<file path="src/rtl/mem_stage_lsu_pkg.sv">
// Shared encodings, widths and small decode helpers for the memory-access stage.
// Imported by the stage top and its load alignment unit.
package mem_stage_lsu_pkg;

    localparam int REG_W          = 32;
    localparam int REG_ADDR_W_DEF = 5;

    localparam logic [REG_W-1:0]          ZERO_WORD = '0;
    localparam logic [REG_ADDR_W_DEF-1:0] ZERO_REG  = '0;

    typedef enum logic [3:0] {
        MEMOP_NONE = 4'd0,
        MEMOP_LB   = 4'd1,
        MEMOP_LH   = 4'd2,
        MEMOP_LW   = 4'd3,
        MEMOP_LBU  = 4'd4,
        MEMOP_LHU  = 4'd5,
        MEMOP_SB   = 4'd6,
        MEMOP_SH   = 4'd7,
        MEMOP_SW   = 4'd8
    } memop_e;

    typedef enum logic [1:0] {
        ST_IDLE       = 2'd0,
        ST_LOAD_ISSUE = 2'd1,
        ST_LOAD_TAIL  = 2'd2,
        ST_STORE      = 2'd3
    } lsu_state_e;

    function automatic logic is_load(input logic [3:0] op);
        case (op)
            MEMOP_LB, MEMOP_LH, MEMOP_LW, MEMOP_LBU, MEMOP_LHU: return 1'b1;
            default:                                            return 1'b0;
        endcase
    endfunction

    function automatic logic is_store(input logic [3:0] op);
        case (op)
            MEMOP_SB, MEMOP_SH, MEMOP_SW: return 1'b1;
            default:                      return 1'b0;
        endcase
    endfunction

    // Index of the last byte of the access (access length minus one).
    function automatic logic [1:0] last_byte(input logic [3:0] op);
        case (op)
            MEMOP_LH, MEMOP_LHU, MEMOP_SH: return 2'd1;
            MEMOP_LW, MEMOP_SW:            return 2'd3;
            default:                       return 2'd0;
        endcase
    endfunction

endpackage

</file>
<file path="src/rtl/mem_stage_lsu_load_align.sv">
// Combinational load result assembly: little-endian byte gather with
// sign or zero extension selected by the load opcode.
module mem_stage_lsu_load_align
    import mem_stage_lsu_pkg::*;
(
    input  logic [3:0]       memop,
    input  logic [3:0][7:0]  bytes,
    output logic [REG_W-1:0] value
);

    // NOTE: every output of an always_comb gets a default first so no path
    // through the case can leave it unassigned and infer a latch.
    always_comb begin
        value = ZERO_WORD;
        case (memop)
            MEMOP_LB:  value = {{24{bytes[0][7]}}, bytes[0]};
            MEMOP_LBU: value = {24'd0, bytes[0]};
            MEMOP_LH:  value = {{16{bytes[1][7]}}, bytes[1], bytes[0]};
            MEMOP_LHU: value = {16'd0, bytes[1], bytes[0]};
            MEMOP_LW:  value = bytes;
            default:   value = ZERO_WORD;
        endcase
    end

endmodule

</file>
<file path="src/rtl/mem_stage_lsu.sv">
// Memory-access stage: byte-serial loads/stores over an 8-bit RAM port and
// registered writeback of ALU and load results; stalls EX while busy.
module mem_stage_lsu
    import mem_stage_lsu_pkg::*;
#(
    parameter int ADDR_W     = 32,
    parameter int REG_ADDR_W = 5
) (
    input  logic                  clk,
    input  logic                  rst,

    input  logic                  ex_valid,
    output logic                  ex_ready,
    input  logic [3:0]            ex_memop,
    input  logic [ADDR_W-1:0]     ex_addr,
    input  logic [REG_W-1:0]      ex_result,
    input  logic [REG_ADDR_W-1:0] ex_rd,
    input  logic                  ex_wreg,

    output logic                  wb_write_enable,
    output logic [REG_ADDR_W-1:0] wb_write_address,
    output logic [REG_W-1:0]      wb_write_value,

    output logic [ADDR_W-1:0]     mem_a,
    output logic                  mem_wr,
    output logic [7:0]            mem_dout,
    input  logic [7:0]            mem_din
);

    lsu_state_e            state_q, state_d;

    logic [3:0]            op_q;
    logic [ADDR_W-1:0]     addr_q;
    logic [3:0][7:0]       data_q;
    logic [REG_ADDR_W-1:0] rd_q;
    logic                  wreg_q;
    logic [1:0]            idx_q;
    logic [1:0]            last_q;
    logic [3:0][7:0]       bytes_q;
    logic [3:0][7:0]       bytes_merged;
    logic [REG_W-1:0]      load_value;

    logic                  accept;
    logic                  accept_none;
    logic                  rd_writes;
    logic                  rd_q_writes;

    assign accept      = ex_valid && ex_ready;
    assign accept_none = accept && !is_load(ex_memop) && !is_store(ex_memop);
    assign rd_writes   = ex_wreg && (ex_rd != REG_ADDR_W'(ZERO_REG));
    assign rd_q_writes = wreg_q && (rd_q != REG_ADDR_W'(ZERO_REG));

    // NOTE: sequential state always uses non-blocking assignments so every
    // register samples pre-edge values regardless of block ordering.
    always_ff @(posedge clk or negedge rst) begin
        if (!rst) begin
            state_q <= ST_IDLE;
        end else begin
            state_q <= state_d;
        end
    end

    always_comb begin
        state_d = state_q;
        case (state_q)
            ST_IDLE: begin
                if (accept && is_load(ex_memop)) begin
                    state_d = ST_LOAD_ISSUE;
                end else if (accept && is_store(ex_memop)) begin
                    state_d = ST_STORE;
                end
            end
            ST_LOAD_ISSUE: begin
                if (idx_q == last_q) begin
                    state_d = ST_LOAD_TAIL;
                end
            end
            ST_LOAD_TAIL: state_d = ST_IDLE;
            ST_STORE: begin
                if (idx_q == last_q) begin
                    state_d = ST_IDLE;
                end
            end
            default: state_d = ST_IDLE;
        endcase
    end

    // RAM port and handshake are decoded from state alone, so an asynchronous
    // reset drops an in-flight store off the bus immediately.
    always_comb begin
        ex_ready = 1'b0;
        mem_a    = '0;
        mem_wr   = 1'b0;
        mem_dout = 8'd0;
        case (state_q)
            ST_IDLE:       ex_ready = 1'b1;
            ST_LOAD_ISSUE: mem_a = addr_q;
            ST_LOAD_TAIL:  mem_a = '0;
            ST_STORE: begin
                mem_wr   = 1'b1;
                mem_a    = addr_q;
                mem_dout = data_q[idx_q];
            end
            default: ex_ready = 1'b0;
        endcase
    end

    // NOTE: datapath registers are reset as well, so nothing downstream can
    // observe X values even though only the FSM strictly needs a reset.
    always_ff @(posedge clk or negedge rst) begin
        if (!rst) begin
            op_q    <= 4'd0;
            addr_q  <= '0;
            data_q  <= '0;
            rd_q    <= '0;
            wreg_q  <= 1'b0;
            idx_q   <= 2'd0;
            last_q  <= 2'd0;
            bytes_q <= '0;
        end else begin
            case (state_q)
                ST_IDLE: begin
                    if (accept) begin
                        op_q    <= ex_memop;
                        addr_q  <= ex_addr;
                        data_q  <= ex_result;
                        rd_q    <= ex_rd;
                        wreg_q  <= ex_wreg;
                        idx_q   <= 2'd0;
                        last_q  <= last_byte(ex_memop);
                        bytes_q <= '0;
                    end
                end
                ST_LOAD_ISSUE: begin
                    // Read data lags its address by one cycle.
                    if (idx_q != 2'd0) begin
                        bytes_q[idx_q - 2'd1] <= mem_din;
                    end
                    addr_q <= addr_q + ADDR_W'(1);
                    if (idx_q != last_q) begin
                        idx_q <= idx_q + 2'd1;
                    end
                end
                ST_LOAD_TAIL: bytes_q[idx_q] <= mem_din;
                ST_STORE: begin
                    addr_q <= addr_q + ADDR_W'(1);
                    idx_q  <= idx_q + 2'd1;
                end
                default: ;
            endcase
        end
    end

    // The final byte arrives in the same cycle the writeback is registered.
    always_comb begin
        bytes_merged        = bytes_q;
        bytes_merged[idx_q] = mem_din;
    end

    mem_stage_lsu_load_align u_load_align (
        .memop (op_q),
        .bytes (bytes_merged),
        .value (load_value)
    );

    always_ff @(posedge clk or negedge rst) begin
        if (!rst) begin
            wb_write_enable  <= 1'b0;
            wb_write_address <= '0;
            wb_write_value   <= ZERO_WORD;
        end else begin
            wb_write_enable <= 1'b0;
            if (accept_none) begin
                wb_write_enable  <= rd_writes;
                wb_write_address <= ex_rd;
                wb_write_value   <= ex_result;
            end else if (state_q == ST_LOAD_TAIL) begin
                wb_write_enable  <= rd_q_writes;
                wb_write_address <= rd_q;
                wb_write_value   <= load_value;
            end
        end
    end

endmodule

</file>
<file path="config.mk">
export PLATFORM = sky130hd
export DESIGN_NAME = mem_stage_lsu
export DESIGN_NICKNAME = d
export VERILOG_FILES = /design/src/rtl/mem_stage_lsu_pkg.sv /design/src/rtl/mem_stage_lsu_load_align.sv /design/src/rtl/mem_stage_lsu.sv
export SDC_FILE = /design/constraint.sdc
export NUM_CORES = 1
export LEC_CHECK = 0
export CAP_MARGIN = 20
export CORE_MARGIN = 8
export CORE_UTILIZATION = 40
export DETAILED_ROUTE_END_ITERATION = 12
export PLACE_DENSITY_LB_ADDON = 0.3
export SETUP_SLACK_MARGIN = 0.4
export SYNTH_ARGS = -nofsm -noshare
export SYNTH_HDL_FRONTEND = slang
export SYNTH_SLANG_ARGS = --single-unit
export TNS_END_PERCENT = 1
</file>
<file path="constraint.sdc">
create_clock -name clk -period 3.1 [get_ports clk]
set_input_delay 0.62 -clock clk [delete_from_list [all_inputs] [get_ports clk]]
set_output_delay 0.62 -clock clk [all_outputs]
set_load 0.02 [all_outputs]
</file>
Word level (Yosys, flattened, before mapping)

Cells that the tools add are included.

Input port bits: 85
Register bits after elaboration: 150
Logic and storage cells: 116
Output and inout bits: 80

Equal/unequal tests: 24
Add/subtract/negate cells: 3
Muxes and demuxes: 38
Reductions and logical operators: 29
$lt $le $gt $ge: 4

Operator list:

| kind                    | number |
|---|---|
| $mux W32                | 6 |
| $pmux W32 S5            | 1 |
| $pmux W32 S3            | 1 |
| $bwmux W32              | 2 |
| $pmux W32 S2            | 1 |
| $add A32 B1 Y32 const B | 1 |
| $demux W8 S2            | 2 |
| $mux W8                 | 4 |
| $eq A4 B3 Y1 const B    | 6 |
| $bmux W8 S2             | 1 |
| $eq A4 B2 Y1 const B    | 4 |
| $mux W2                 | 6 |
| $mux W5                 | 2 |
| $ne A2 B2 Y1 const B    | 5 |
| $reduce_bool A5 Y1      | 2 |
| $logic_and A1 B1 Y1     | 9 |
| $mux W1                 | 9 |
| $reduce_and A3 Y1       | 3 |
| $eq A4 B1 Y1 const B    | 2 |
| $pmux W2 S4             | 1 |
| $lt A2 B3 Y1 const B    | 2 |
| $pmux W2 S3             | 1 |
| $reduce_bool A2 Y1      | 3 |
| $reduce_bool A3 Y1      | 2 |
| 16 further kinds        | 22 |

Depth between registers and ports, before layout

Gate-level depths: netlist of run 1.

Word-level depth: 11
Gate-level depth with buffers: 10

Modules after synthesis

From an unflattened synthesis of run 1, not the netlist that was laid out.

Cell total of the unflattened synthesis: 932
Area, all modules: 8,660.8 um2

By module, submodules not included:

| module                   | area each (um2) | instances | cells an instance |
|---|---|---|---|
| mem_stage_lsu            | 8,284.2         | 1         | 885 |
| mem_stage_lsu_load_align | 376.6           | 1         | 47 |

Worst setup path before layout of run 1

Ideal clock, no wire load.

Path kind: register -> register
Start point: reg idx_q[1]
End point: reg wb_write_value[21]
Period minus slack after synthesis: 2.472 ns
Path slack: 0.628 ns
Buffers on the path: 3
Data arrival time: 2.346 ns
Data required time: 2.974 ns
Library setup time: 0.126 ns
Cell stages (with the launch flop): 11
Path through: dfrtp_1 -> clkbuf_1 -> inv_1 -> ha_1 -> buf_4 -> mux2i_4 -> nor4b_4 -> a41oi_2 -> clkbuf_2 -> o21ai_0 -> a221o_1

Word-level cells in the longest chain between the ends: 8

Ends and longest elaborated chain:

| what                                                               | line                           | RTL |
|---|---|---|
| start, declared                                                    | mem_stage_lsu.sv:37            | `logic [1:0] idx_q;` |
| start signal, assigned                                             | mem_stage_lsu.sv:141           | `idx_q <= idx_q + 2'd1;` |
| start signal, assigned                                             | mem_stage_lsu.sv:147           | `idx_q <= idx_q + 2'd1;` |
| $lt A2 B3 Y1 (not written as such) or $ge A2 B1 Y1 (tied branches) | mem_stage_lsu.sv:157           | `bytes_merged[idx_q] = mem_din;` |
| $logic_and A1 B1 Y1 (not written as such)                          | mem_stage_lsu.sv:157           |  |
| $mux W8 (not written as such)                                      | mem_stage_lsu.sv:157           |  |
| $demux W8 S2 *                                                     | mem_stage_lsu.sv:157           |  |
| $bwmux W32 *                                                       | mem_stage_lsu.sv:157           |  |
| $pmux W32 S5 *                                                     | mem_stage_lsu_load_align.sv:15 | `case (memop)` |
| $mux W32 *                                                         | mem_stage_lsu.sv:177           | `end else if (state_q == ST_LOAD_TAIL) begin` |
| $mux W32 *                                                         | mem_stage_lsu.sv:173           | `if (accept_none) begin` |
| end signal, assigned                                               | mem_stage_lsu.sv:176           | `wb_write_value <= ex_result;` |
| end signal, assigned                                               | mem_stage_lsu.sv:180           | `wb_write_value <= load_value;` |
| end, declared                                                      | mem_stage_lsu.sv:22            | `output logic [REG_W-1:0] wb_write_value,` |

Every way passes the cells marked *; elsewhere a longest branch is shown, timed or not. The select of a mux whose other input is x is not followed.
A chain may end at the register's enable or synchronous reset.

Final worst setup path of run 1

Start point: reg idx_q[0]
End point: out mem_dout[6]

Word-level cells in the longest chain between the ends: 3

Ends and longest elaborated chain:

| what                          | line                 | RTL |
|---|---|---|
| $bmux W8 S2                   | mem_stage_lsu.sv:102 | `mem_dout = data_q[idx_q];` |
| $mux W8 (not written as such) | mem_stage_lsu.sv:102 |  |
| $mux W8                       | mem_stage_lsu.sv:95  | `case (state_q)` |
| end, declared                 | mem_stage_lsu.sv:26  | `output logic [7:0] mem_dout,` |

No other way between the ends. The select of a mux whose other input is x is not followed.

==> results of run 1 <==
where the power goes:
part	internal [mW]	total [mW]	switching (mW)	leakage (nW)
Sequential	2.85	3.62	0.773	1.88
Combinational	2.86	6.53	3.67	2.28
Clock	1.09	2.09	1.00	0.291
state kept, by name, summed over array words and instances (netlist names), 2 cells and up:
name	cells
wb_write_value	32
rd_q	5
idx_q	2
last_q	2
state_q	2
data_q	32
wb_write_address	5
op_q	4
bytes_q	32
addr_q	32
kinds of logic after synthesis:
kind of cell / count (synthesis) / synth area share
flops: 150 / 0.431
simple gates: 301 / 0.181
mux: 84 / 0.117
buf+inv: 106 / 0.0531
fa+ha+maj: 12 / 0.0173
xor+xnor: 3 / 0.00302
compound gates: 275 / 0.197
per-stage QoR:
stage | total power, mW | area, um2 | hold slack (ns)
3_5_place_dp | 10.2 | 10600 | 0.489
2_1_floorplan | 7.79 | 8700 | 0.324
5_1_grt | 13.0 | 11200 | 0.184
4_1_cts | 12.3 | 11200 | 0.174
3_3_place_gp | 10.0 | 10600 | 0.482
6_report | 12.2 | 11200 | 0.148
synth_stat cells, drive strengths merged (2+ instances only):
library cell,count
o31ai,2
nor2,40
a22oi,9
and3,10
o22ai,37
a2bb2oi,10
mux4,8
and4,4
o21ai,94
or3,6
inv,33
nand3b,2
nand2,119
and2,38
nand4,9
a41oi,2
clkbuf,52
o211ai,3
dfrtp,150
mux2,52
nor3,21
o221ai,8
a31oi,2
a21oi,68
ha,12
nor4,7
or2,3
a41o,3
or4,3
nor3b,17
o32ai,2
xor2,2
a211oi,2
mux2i,24
a31o,3
nand3,18
a221o,16
o21a,8
buf,21
metal layers:
| metal | wire (um) | part of all wire |
|---|---|---|
| met5 | 0 | 0 |
| met4 | 348 | 0.013 |
| met3 | 1620 | 0.061 |
| met2 | 12800 | 0.48 |
| met1 | 11900 | 0.45 |
layout make-up:
type,count,area [um2],area share
Multi-Input combinational cell,675,4500,0.402
Sequential cell,150,3750,0.335
Timing Repair Buffer,193,1870,0.167
Clock buffer,17,425,0.0380
Tap cell,280,350,0.0313
Clock inverter,15,175,0.0156
Inverter,33,124,0.0111
timing repair:
item	in CTS	in global routing
resized for setup	2	2
pin swaps	0	0
setup endpoints to repair	10	25
path summary, 6_finish.rpt:
| kind | start | end | slack [ns] | depth (start not counted) |
|---|---|---|---|---|
| setup / recovery | idx_q[0] | mem_dout[6] | 0.28 | 4 |
| hold / removal | rst | data_q[18] | 0.15 | 1 |
| setup reg to reg | idx_q[0] | wb_write_value[27] | 0.45 | 8 |
| hold reg to reg | bytes_q[29] | bytes_q[29] | 0.50 | 2 |
| max in group asynchronous | rst | last_q[1] | 2.08 | 2 |
| min in group clk | bytes_q[29] | bytes_q[29] | 0.50 | 2 |
layout by cell type (no fill, tap or decap), drive strengths merged, types with 7 or more instances in the layout:
cell / n
a2bb2oi: 10
dfrtp: 150
clkdlybuf4s50: 161
mux2i: 24
a21oi: 68
a221o: 16
nor3: 21
mux2: 52
inv: 41
nor2: 40
o221ai: 8
buf: 30
nor3b: 17
nand4: 9
nand2: 119
nand3: 18
nor4: 7
mux4: 8
ha: 12
o21a: 8
and2: 38
o21ai: 94
clkbuf: 17
a22oi: 9
o22ai: 37
and3: 10
==> impl_metrics.json, run 1 <==
{
  "core_area_um2": 21600,
  "area_growth_pct": 28.8,
  "antenna_found_initial": 0,
  "critPathLaunchType": "register",
  "setup_viol": 0,
  "synthFlopType": "dfrtp_1",
  "numCtsBuffers": 17,
  "wirelength_um": 26600,
  "numPortBuffers": 164,
  "synth_area_per_cell_um2": 9.35,
  "die_w_um": 163,
  "clock-root-buffer": "clkbuf_16",
  "fill_cells": 2003,
  "grt_start_max_net_pins": 61,
  "synthDistinctLibCells": 71,
  "use_met2": 0.321,
  "die_h_um": 163,
  "max_freq_mhz": 355,
  "synth_edf_count": 0,
  "layout_setup_ws_ns": 0.285,
  "cts_tree": "built",
  "ir_drop_v": 0.000567,
  "power.density_nw_per_um2": 1090,
  "grt.met3_usage": 0.0386,
  "dp_hpwl_um": 19400,
  "drtIter0Drc": 533,
  "worst_path_max_delay_cell": "clkdlybuf4s50_1",
  "place_congestion": 0.845,
  "ys_seq_area_frac": 0.431,
  "start_util": 0.402,
  "grt_pass1_vias": 7554,
  "busiest_layer": "met2",
  "overflow": 0,
  "cts_setup_buffers": 0,
  "arrival_ns": 2.20,
  "yosysTopAreaCell": "dfrtp_1",
  "min_period_ns": 2.82,
  "path_clk_slew_ns": 0.08,
  "ios": 165,
  "critPathCaptureType": "primary output",
  "finalCritPeriodShare": 0.908,
  "drc": 0,
  "cts_sinks": 150,
  "maxCapViolCount": 0,
  "antenna_cells": 0,
  "critical_path.cell_chain": "buf_12 -> mux4_2 -> and2_1 -> clkdlybuf4s50_1",
  "viasPerCell": 5.62,
  "ys_ff_latch": 150,
  "path_max_fanout": 13,
  "rows": 54,
  "required_ns": 2.48,
  "drv_slew": 0,
  "hold_class": "in2async",
  "skew_ns": 0.0113,
  "synthCells": 931,
  "use_met1": 0.268,
  "finalNetCount": 1167,
  "cts_buffer_depth": 2,
  "holdBufCountCts": 0,
  "htree_levels": 4,
  "synth_fp_nets": 1028,
  "netlist_area_um2": 8700,
  "status": "finished, final reports clean",
  "synth_top_area_share": 0.431,
  "dp.cells": 1331,
  "hold_violations": 0,
  "timing_worst_setup_path_type": "reg2out",
  "tightest_slew_ns": 1.07,
  "ant_nets": 0,
  "num_vias": 7656,
  "wire_per_inst_um": 19.5,
  "dp_slack_ns": 0.126,
  "rsz0062_at_grt": "yes",
  "layout-drive-gt1-share": 0.143,
  "fin_util": 0.518,
  "die_area_um2": 26700,
  "critPathBufInv": 2,
  "insertion_delay_ns": 0.43,
  "max_stage_delay_ns": 0.55,
  "first_pass_iters": 5,
  "p_leak_nw": 4.45,
  "fin_setup_tns_ns": 0,
  "slew_headroom": 0.283,
  "crit_family": "buffers and inverters",
  "grt_pass1_wl_um": 42000,
  "yosysWarnings": 0,
  "synth_area_leaders": "dfrtp_1 43%, mux2_2 6.7%, o21ai_0 5.4%",
  "fin_cells": 1363,
  "track_usage": 0.199,
  "async_reset_ff_frac": 1.00
}
(Power assumes the default switching activity.)
==> run 2: changes to the inputs <==
==> constraint.sdc (replaced) <==
create_clock -name clk -period 2.7 [get_ports clk]
set_input_delay 0.54 -clock clk [delete_from_list [all_inputs] [get_ports clk]]
set_output_delay 0.54 -clock clk [all_outputs]
set_load 0.02 [all_outputs]
==> run 2 against run 1 <==
Against the previous run:
- global-route usage fell by 0.29 points
- power rose by 19%
- highest routed layer unchanged
- non-clock buffer count rose by 8
- largest cell class unchanged
- cell count rose by 0.59%
- via count rose by 1.9%
- critical path depth did not move
- sequential share of layout area fell by 0.72 points
- wire length rose by 0.75%
- design area rose by 2.2%
- count of clock-buffer cells in the layout rose by 1
- combinational power rose by 18%
==> impl_metrics.json, run 2 (synthesis results as in run 1) <==
{
  "num_vias": 7803,
  "r2r_setup_slack_ns": 0.38,
  "cts_tree": "built",
  "hold_violations": 0,
  "power.density_nw_per_um2": 1270,
  "htree_levels": 4,
  "finalCritPeriodShare": 0.891,
  "whs_ns": 0.0678,
  "maxCapViolCount": 0,
  "seqPwrFrac": 0.288,
  "min_period_ns": 2.41,
  "ant_nets": 0,
  "fill_cells": 1923,
  "clock_power_share": 0.180,
  "timing_worst_setup_path_type": "reg2out",
  "dp_slack_ns": -0.117,
  "insertion_delay_ns": 0.43,
  "rsz0062_at_grt": "yes",
  "rows": 54,
  "p_comb_frac": 0.531,
  "critPathLaunchType": "register",
  "path_clk_slew_ns": 0.07,
  "clock-root-buffer": "clkbuf_16",
  "fin_util": 0.530,
  "drtIter0Drc": 683,
  "die_area_um2": 26700,
  "start_util": 0.402,
  "seq_area_um2": 3760,
  "die_h_um": 163,
  "hold_class": "in2async",
  "dp_hpwl_um": 18900,
  "fin_area_um2": 11500,
  "layout-drive-gt1-share": 0.167,
  "area_growth_pct": 31.6,
  "finalNetCount": 1175,
  "overflow": 0,
  "die_w_um": 163,
  "required_ns": 2.16,
  "drc": 0,
  "ios": 165,
  "multi_input_area_um2": 4540,
  "dpl_cell_area_um2": 10700,
  "place_congestion": 0.804,
  "cts_buffer_depth": 2,
  "ir_drop_v": 0.000614,
  "p_total_mw": 14.5,
  "wirelength_um": 26800,
  "wire_per_inst_um": 19.6,
  "final_cell_mix": "152 x clkdlybuf4s50_1, 148 x dfrtp_1, 118 x nand2_1",
  "grt_pass1_vias": 7420,
  "grt_pass1_wl_um": 41400,
  "critPathCaptureType": "primary output",
  "path_max_fanout": 6,
  "tightest_slew_ns": 0.856,
  "sw_frac_of_total": 0.432,
  "skew_ns": 0.0139,
  "final_common_cell": "clkdlybuf4s50_1",
  "setup_viol": 0,
  "layout_setup_ws_ns": 0.293,
  "antenna_cells": 0,
  "holdBufCountCts": 0,
  "p_int_mw": 8.25,
  "numPortBuffers": 164,
  "arrival_ns": 1.87,
  "p_switching_mw": 6.27,
  "cts_sinks": 150,
  "slew_headroom": 0.426,
  "antenna_found_initial": 0,
  "core_area_um2": 21600,
  "viasPerCell": 5.69,
  "max_freq_mhz": 415,
  "drv_slew": 0,
  "p_leak_nw": 4.57,
  "grt_start_max_net_pins": 70,
  "numCtsBuffers": 17,
  "first_pass_iters": 5,
  "track_usage": 0.196,
  "status": "finished, final reports clean"
}
## run 2: cell count changes in the layout (fill, tap and decap cells not counted), moves of 3 or more
cell / change
and2_1: -4
and2_4: +4
buf_12: +4
buf_6: +7
bufinv_16: +3
clkdlybuf4s50_1: -9
inv_8: -3
## run 2: worst paths after layout
check	depth (start not counted)	startpoint	to
setup reg to reg	8	state_q[0]	addr_q[30]
hold / removal	1	rst	wb_write_enable
hold reg to reg	1	data_q[21]	data_q[21]
max in group asynchronous	2	rst	bytes_q[12]
setup / recovery	4	idx_q[0]	mem_dout[3]
min in group clk	1	data_q[21]	data_q[21]
## run 2: power groups by stage
| stage | Clock [mW] | Combinational [mW] | Sequential, mW |
|---|---|---|---|
| floorplan | 0 | 4.81 | 4.16 |
| detailed placement | 0 | 7.55 | 4.17 |
| CTS | 2.66 | 7.62 | 4.16 |
| global route | 2.76 | 8.33 | 4.31 |
| global placement | 0 | 7.43 | 4.16 |
| finish | 2.62 | 7.71 | 4.19 |
## run 2: critical path: stages (launching register included)
cell and delay [ns]:
dfrtp_2 0.46, buf_12 0.16, mux4_2 0.49, and2_1 0.17, clkbuf_2 0.15
## run 2: metrics by stage
| step | TNS (ns) | cells |
|---|---|---|
| 3_5_place_dp | -1.52 | 1335 |
| 5_1_grt | 0 | 1371 |
| 2_1_floorplan | 0 | 931 |
| 3_3_place_gp | -1.45 | 1335 |
| 6_report | 0 | 1371 |
| 4_1_cts | 0 | 1370 |
## run 2: final cells by class
type	instances	share of cell area
timing repair buffer	201	0.177
multi-input combinational	675	0.397
clock inverter	14	0.0181
clock buffer	18	0.0383
sequential	150	0.328
tap	280	0.0306
inverter	33	0.0110
## run 2: timing repair
action | CTS | global route
endpoints found under the hold margin | 0 | 0
buffers inserted | 2 | 0
cloned | 1 | 1
gates resized for setup | 23 | 42
setup endpoints to repair | 108 | 149
## run 2: metal layers
| layer | track usage | routed length [um] |
|---|---|---|
| met4 | 0.0455 | 372 |
| met3 | 0.0411 | 1570 |
| met5 | 0 | 0 |
| met2 | 0.311 | 12800 |
| met1 | 0.270 | 12100 |
==> run 3: changes to the inputs <==
--- a/config.mk
+++ b/config.mk
@@ -6,6 +6,7 @@
 export NUM_CORES = 1
 export LEC_CHECK = 0
 export CAP_MARGIN = 20
+export CORE_ASPECT_RATIO = 0.6
 export CORE_MARGIN = 8
 export CORE_UTILIZATION = 40
 export DETAILED_ROUTE_END_ITERATION = 12
==> run 3 against run 2 <==
Against the previous run:
- critical path depth unchanged
- wire length up 5.2%
- die area up 0.58%
- setup slack worse by 0.072 ns
- sequential share of layout area up 0.50 points
- register-to-register slack worse by 0.05 ns
- design area down 1.5%
- clock skew down 0.0059 ns
- utilization up 0.27 points
- via count up 1.9%
- first-iteration DRC count up 16%
- cell count down 0.22%
- largest power group unchanged
==> impl_metrics.json, run 3 (synthesis results as in run 1) <==
{
  "status": "finished, final reports clean",
  "drtIter0Drc": 792,
  "path_clk_slew_ns": 0.07,
  "dp_hpwl_um": 20600,
  "clock-root-buffer": "clkbuf_16",
  "cts_sinks": 150,
  "viasPerCell": 5.81,
  "drv_slew": 0,
  "crit_family": "multiplexers",
  "cts_setup_buffers": 0,
  "worst_path_max_delay_cell": "mux4_2",
  "start_util": 0.411,
  "num_vias": 7953,
  "final_cell_mix": "152 x clkdlybuf4s50_1, 148 x dfrtp_1, 118 x nand2_1",
  "tightest_slew_ns": 0.846,
  "timing_worst_setup_path_type": "reg2out",
  "r2r_setup_slack_ns": 0.33,
  "r2r_cells": 9,
  "numCtsBuffers": 17,
  "critPathBufInv": 2,
  "antenna_cells": 0,
  "grt_start_max_net_pins": 77,
  "track_usage": 0.209,
  "fin_util": 0.532,
  "die_h_um": 130,
  "final_common_cell": "clkdlybuf4s50_1",
  "htree_levels": 4,
  "fin_setup_tns_ns": 0,
  "regToRegStartpoint": "idx_q[0]",
  "min_period_ns": 2.48,
  "finalCritPeriodShare": 0.918,
  "hold_violations": 0,
  "finalNetCount": 1173,
  "ant_nets": 0,
  "numPortBuffers": 164,
  "critPathLaunchType": "register",
  "arrival_ns": 1.94,
  "place_congestion": 0.885,
  "power.density_nw_per_um2": 1260,
  "grt_pass1_wl_um": 43500,
  "setup_viol": 0,
  "path_max_fanout": 6,
  "wire_per_inst_um": 20.6,
  "max_stage_delay_ns": 0.48,
  "p_leak_nw": 4.49,
  "p_total_mw": 14.2,
  "core_area_um2": 21200,
  "reg2reg_to": "wb_write_value[26]",
  "hold_class": "in2async",
  "drc": 0,
  "slew_headroom": 0.436,
  "cts_tree": "built",
  "grt_pass1_vias": 7580,
  "max_freq_mhz": 403,
  "layout-drive-gt1-share": 0.148,
  "fill_cells": 1906,
  "required_ns": 2.16,
  "rows": 41,
  "die_w_um": 206,
  "die_area_um2": 26900,
  "overflow": 0,
  "first_pass_iters": 5,
  "insertion_delay_ns": 0.43,
  "wirelength_um": 28200,
  "ir_drop_v": 0.000726,
  "cts_buffer_depth": 2,
  "ios": 165,
  "critPathCaptureType": "primary output",
  "critical_path.cell_chain": "buf_12 -> mux4_2 -> and2_1 -> dlygate4sd2_1",
  "area_growth_pct": 29.7,
  "maxCapViolCount": 0,
  "antenna_found_initial": 0,
  "rsz0062_at_grt": "yes",
  "skew_ns": 0.00800
}
## run 3: changes by cell type in the layout (fill, tap and decap cells not counted), moves of 4 or more
cell             before  now
buf_6                 8    2
clkdlybuf4s15_1       0    7
and2_4                4    0
and2_1               33   37
## run 3: worst max-delay path by stage
| stage | cells past startpoint | slack (ns) | end | start |
|---|---|---|---|---|
| after global routing | 4 | 0.15 | mem_dout[1] | idx_q[0] |
| final | 4 | 0.22 | mem_dout[1] | idx_q[0] |
| after detailed placement | 6 | 0.20 | wb_write_value[13] | ex_memop[1] |
| after floorplan | 10 | 0.40 | wb_write_value[21] | idx_q[0] |
| after CTS | 3 | 0.16 | mem_a[7] | state_q[0] |
| after global placement | 7 | 0.24 | wb_write_value[25] | ex_memop[1] |
## run 3: report_power, final
part / internal (mW) / switching, mW / leakage (nW)
clock: 1.21 / 1.03 / 0.254
combinational: 3.38 / 4.28 / 2.36
sequential: 3.27 / 0.984 / 1.88
## run 3: area by class of cell
cell class                      count  area [um2]  share of cell area
Tap cell                          279         349              0.0309
Sequential cell                   150        3760               0.333
Clock inverter                     12        96.3             0.00854
Multi-Input combinational cell    675        4500               0.399
Timing Repair Buffer              199        2010               0.178
Inverter                           33         124              0.0110
Clock buffer                       20         447              0.0396
## run 3: through the flow
stage	hold WS, ns	setup slack (ns)	area [um2]	std cells
finish	0.0301	0.221	11300	1368
global route	0.0424	0.152	11300	1368
CTS	0.0230	0.162	11200	1367
detailed placement	0.495	0.202	10700	1335
global placement	0.483	0.245	10700	1335
floorplan	0.244	0.402	8720	931
## run 3: what timing repair did
item / in CTS / in global routing
gates resized for setup: 14 / 13
hold buffers: 0 / 0
gates cloned: 0 / 1
endpoints found under the setup margin: 58 / 62
## run 3: layer usage
layer	GRT usage	wire, um	vias to the layer above
met5	0	0	-
met4	0.0514	265	0
met3	0.0619	2690	20
met2	0.285	11700	331
met1	0.314	13600	3914
li1	-	-	3688
